[src/rtl/alu_pkg.sv]
// rtl/alu_pkg.sv - shared op encoding and flag bundle for the registered ALU
package alu_pkg;

  typedef enum logic [1:0] {
    OP_ADD  = 2'b00,
    OP_SUB  = 2'b01,
    OP_PASS = 2'b10,
    OP_LDR  = 2'b11
  } alu_op_e;

  typedef struct packed {
    logic n;
    logic z;
    logic c;
    logic v;
    logic leq;
  } alu_flags_t;

  localparam alu_flags_t FLAGS_CLEAR = '0;

endpackage

[src/rtl/alu_core.sv]
// rtl/alu_core.sv - combinational adder, optional clamp (ALU_SAT_EN) and flag generation
module alu_core
  import alu_pkg::*;
#(
  parameter int WIDTH = 16
) (
  input  logic [1:0]       op,
  input  logic [WIDTH-1:0] bus_in,
  input  logic [WIDTH-1:0] r_in,
  output logic [WIDTH-1:0] result,
  output alu_flags_t       flags
);

  alu_op_e          op_e;
  logic             is_sub;
  logic             is_arith;
  logic [WIDTH-1:0] b_eff;
  logic [WIDTH:0]   sum;
  logic             ovf;
  logic [WIDTH-1:0] res;
  logic             carry;
  logic             vflag;

  assign op_e     = alu_op_e'(op);
  assign is_sub   = (op_e == OP_SUB);
  assign is_arith = (op_e == OP_ADD) || (op_e == OP_SUB);

  // SUB is bus_in + ~R + 1: invert R and feed the carry-in
  assign b_eff = is_sub ? ~r_in : r_in;
  assign sum   = {1'b0, bus_in} + {1'b0, b_eff} + {{WIDTH{1'b0}}, is_sub};

  // Overflow only when both adder inputs share a sign the sum does not
  assign ovf = (bus_in[WIDTH-1] == b_eff[WIDTH-1]) && (sum[WIDTH-1] != bus_in[WIDTH-1]);

  // Select the result per op; PASS/LDR forward the bus with C/V cleared
  always_comb begin
    res   = bus_in;
    carry = 1'b0;
    vflag = 1'b0;
    if (is_arith) begin
      res   = sum[WIDTH-1:0];
      carry = sum[WIDTH];
      vflag = ovf;
`ifdef ALU_SAT_EN
      // On overflow the true sign equals the common operand sign
      if (ovf) begin
        res = bus_in[WIDTH-1] ? {1'b1, {(WIDTH-1){1'b0}}} : {1'b0, {(WIDTH-1){1'b1}}};
      end
`endif
    end
  end

  assign result    = res;
  assign flags.n   = res[WIDTH-1];
  assign flags.z   = (res == '0);
  assign flags.c   = carry;
  assign flags.v   = vflag;
  assign flags.leq = res[WIDTH-1] | (res == '0);

endmodule

[src/rtl/alu_pipe.sv]
// rtl/alu_pipe.sv - registered ALU with R register and valid/ready output stage; clamp under ALU_SAT_EN
module alu_pipe
  import alu_pkg::*;
#(
  parameter int               WIDTH   = 16,
  parameter logic [WIDTH-1:0] R_RESET = '0
) (
  input  logic             clk,
  input  logic             rst_n,
  input  logic             in_valid,
  output logic             in_ready,
  input  logic [1:0]       op,
  input  logic [WIDTH-1:0] bus_in,
  output logic             out_valid,
  input  logic             out_ready,
  output logic [WIDTH-1:0] result,
  output logic             flag_n,
  output logic             flag_z,
  output logic             flag_c,
  output logic             flag_v,
  output logic             flag_leq,
  output logic [WIDTH-1:0] r_value
);

  logic [WIDTH-1:0] r_q;
  logic [WIDTH-1:0] result_q;
  alu_flags_t       flags_q;
  logic             valid_q;
  logic [WIDTH-1:0] core_result;
  alu_flags_t       core_flags;
  logic             accept;

  alu_core #(.WIDTH(WIDTH)) u_core (
    .op     (op),
    .bus_in (bus_in),
    .r_in   (r_q),
    .result (core_result),
    .flags  (core_flags)
  );

  // Single output slot: free when empty or being drained this cycle
  assign in_ready = !valid_q || out_ready;
  assign accept   = in_valid && in_ready;

  // Output register and R update; drain and accept together reload the slot
  always_ff @(posedge clk or negedge rst_n) begin
    if (!rst_n) begin
      valid_q  <= 1'b0;
      result_q <= '0;
      flags_q  <= FLAGS_CLEAR;
      r_q      <= R_RESET;
    end else if (accept) begin
      valid_q  <= 1'b1;
      result_q <= core_result;
      flags_q  <= core_flags;
      if (alu_op_e'(op) == OP_LDR) begin
        r_q <= bus_in;
      end
    end else if (out_ready) begin
      valid_q <= 1'b0;
    end
  end

  assign out_valid = valid_q;
  assign result    = result_q;
  assign flag_n    = flags_q.n;
  assign flag_z    = flags_q.z;
  assign flag_c    = flags_q.c;
  assign flag_v    = flags_q.v;
  assign flag_leq  = flags_q.leq;
  assign r_value   = r_q;

endmodule

[config.mk]
export PLATFORM = sky130hd
export DESIGN_NAME = alu_pipe
export DESIGN_NICKNAME = d
export VERILOG_FILES = /design/src/rtl/alu_pkg.sv /design/src/rtl/alu_core.sv /design/src/rtl/alu_pipe.sv
export SDC_FILE = /design/constraint.sdc
export NUM_CORES = 1
export LEC_CHECK = 0
export ABC_AREA = 1
export BUFFER_PORTS_ARGS = -buffer_cell sky130_fd_sc_hd__buf_2
export CAP_MARGIN = 20
export CORE_ASPECT_RATIO = 1.25
export CORE_MARGIN = 8
export CORE_UTILIZATION = 35
export DETAILED_ROUTE_END_ITERATION = 8
export SLEW_MARGIN = 0
export SYNTH_ARGS = -nofsm -noshare
export SYNTH_HDL_FRONTEND = slang
export SYNTH_SLANG_ARGS = --single-unit
[constraint.sdc]
create_clock -name clk -period 5.9 [get_ports clk]
set_input_delay 0 -clock clk [delete_from_list [all_inputs] [get_ports clk]]
set_output_delay 0 -clock clk [all_outputs]
set_load 0.03 [all_outputs]
==> flow_summary.toml <==
[critical_path]
r2r-start = "out_valid"
r2r_cells = 5
r2r_end = "r_value[12]"
cp_data_arrival_time_ns = 3.19
crit_type = "flop to flop"
reg2reg_setup_slack_ns = 2.89
crit_required_ns = 6.08
endpoint_kind = "flop"
startpoint_type = "flop"
crit_fanout = 23

[finish]
final_net_count = 501
diodes = 0
nFillCells = 844
drive_gt1_share_pct = 19.91
syn2layout_area_growth_pct = 18.95

[cts]
clk_pin_slew_ns = 0.08
cts_root_buffer = "clkbuf_8"
clock_latency_ns = 0.29
cts_setup_buffers = 0
cts_made_buffers = 5
cts_buffer_depth = 2
cts_tree = "done"
hold_buffers = 11
cts-resized-gates = 0
cts_sinks = 37
h-tree-depth = 2

[sta]
tightest_slew_ns = 0.9818
rsz0062_at_grt = "no"
setup_tns_ns = 0
slew_violations = 0
fmax_ghz = 0.3326
period_minus_slack_ns = 3.007
clock_skew_ns = 0.01007
relSlewSlack_pct = 34.36
setup-violations-final = 0
period_share_pct = 50.96
finalHoldViolations = 0

[power_and_ir_drop]
leakage_nw = 1.851
peakVddDrop_uv = 138.7
powerDensity_nw_per_um2 = 345.4
power_switching_share_pct = 47.66
share_comb_of_total_power_pct = 54.7
pwr-share-seq_pct = 30.0
pwr-share-clk_pct = 15.3
internal_power_uw = 606.2
power_switching_uw = 552.0
p_total_mw = 1.158

[synth]
synth_edf_count = 0
async_reset_ff_share_pct = 100.0
synth_cells = 395
syn_area_um2 = 2819
syn-num-nets = 435
synth.area.top_cells = "dfrtp_1, nand2_1, ha_1, inv_1, nand3_1"
synth_common_cells = "nand2_1, inv_1, dfrtp_1"
yosysMostFrequentCell = "nand2_1"
yosys_warnings = 0
synth.largest_area_cell = "dfrtp_1"
syn_avg_cell_area_um2 = 7.137
synth_flop_cell = "dfrtp_1"
yosysTopAreaCellShare_pct = 32.85
yosysUniqueCellTypes = 32
ys_seq_area_share_pct = 32.85
ys_seq_elements = 37

[routing]
wirelength_mm = 7.337
postRouteAntennaNets = 0
wl_per_cell_um = 13.17
drc = 0
num_vias = 2671
dr.pass1.iters = 4
vias_per_cell = 4.795
drt-initial-drc-count = 155

[global_route]
grt_first_pass_wirelength_mm = 12.28
track_usage_pct = 13.95
grt_remaining_overflow = 0
grt_max_degree = 38
grt_pass1_vias = 2682
antenna_found_initial = 0

[die]
core_region_area_um2 = 7792
die_h_um = 116.3
fp.dieW_um = 96.27
start_util_pct = 36.18
rows = 36
die_area_um2 = 11200
io_pins = 61

[worst_hold_path]
hold_depth = 3
holdCritPathClass = "input pin to flop"
min_to = "r_value[11]"
hp-start = "bus_in[11]"

[outcome]
status = "completed"

[placed_design]
gp_congestion = 0.8710
dp_hpwl_mm = 5.714
io_buffer_count = 60

[flow_run]
max_cap_violations = 0
[area by class of cell]
type	instances	area (µm²)	area share, %
clock buffers	6	72.57	2.164
clock inverters	2	10.01	0.2985
well taps	95	118.9	3.545
multi-input cells	290	1598	47.65
inverters	56	217.7	6.493
repair buffers	71	410.4	12.24
flip-flops and latches	37	925.9	27.61
[through the flow]
stage | std cells | worst slack (ns) | cell area [µm²] | util [%] | hold slack (ns)
after global routing | 557 | 2.542 | 3353 | 43.03 | 0.01526
after CTS | 557 | 2.855 | 3353 | 43.03 | 0.002024
after global placement | 538 | 2.933 | 3161 | 40.56 | 0.1611
after floorplan | 395 | 3.698 | 2819 | - | -0.2956
final | 557 | 2.893 | 3353 | 43.03 | 0.008221
after detailed placement | 538 | 2.868 | 3161 | 40.56 | 0.1622
[kinds of logic (layout without fill, tap and decap cells)]
group / count (synthesis) / count (layout) / synth area share (%)
compound gates: 39 / 39 / 7.324
flops: 37 / 37 / 32.85
fa+ha+maj: 18 / 18 / 8.256
buf+inv: 68 / 135 / 10.47
mux: 9 / 9 / 3.595
simple gates: 207 / 207 / 32.22
xor+xnor: 17 / 17 / 5.282
[routing by layer]
layer  up-vias  track usage (%)  wire, µm
li1       1379                -         -
met1      1214            16.18      3132
met2        69            24.53      3660
met3         9            2.572       414
met4         0            5.242       129
met5         -                0         0
[worst max-delay path, cell delays in order (launching register included)]
cell,delay (ns)
dfrtp_1,0.37
nand2_1,0.15
nand2_1,0.37
inv_1,0.59
nand3_1,0.85
mux2_2,0.55
[flip-flops by register name (all words and copies together), names as in the netlist]
register / count
flag_z: 1
result: 16
out_valid: 1
flag_leq: 1
flag_v: 1
r_value: 16
flag_c: 1
[power by group through the flow]
stage	sequential, mW	clock (mW)	combinational, mW
after floorplan	0.464	0	0.361
after global placement	0.351	0	0.626
after detailed placement	0.353	0	0.631
after CTS	0.349	0.184	0.639
after global routing	0.357	0.194	0.711
final	0.348	0.177	0.633
[worst max-delay path by stage]
stage	from	to	slack [ns]	cells after the start
after floorplan	r_value[0]	flag_leq	3.70	15
after global placement	out_valid	r_value[12]	2.93	5
after detailed placement	out_valid	r_value[9]	2.87	5
after CTS	out_valid	r_value[9]	2.86	5
after global routing	out_valid	r_value[9]	2.54	5
final	out_valid	r_value[12]	2.89	5
[layout by cell type, fill, tap and decap left out, drive strengths merged, types with 6 or more instances in the layout]
cell type    synthesis  routed
nand2              136     136
a21oi               12      12
nand3               34      34
dfrtp               37      37
o21ai               19      19
dlygate4sd3          0      11
clkbuf               4       6
ha                  17      17
inv                 56      56
a31oi                7       7
nor2                25      25
mux2                 9       9
xnor2               15      15
buf                  8      60
Note: power is estimated with default switching activity, not from simulation.
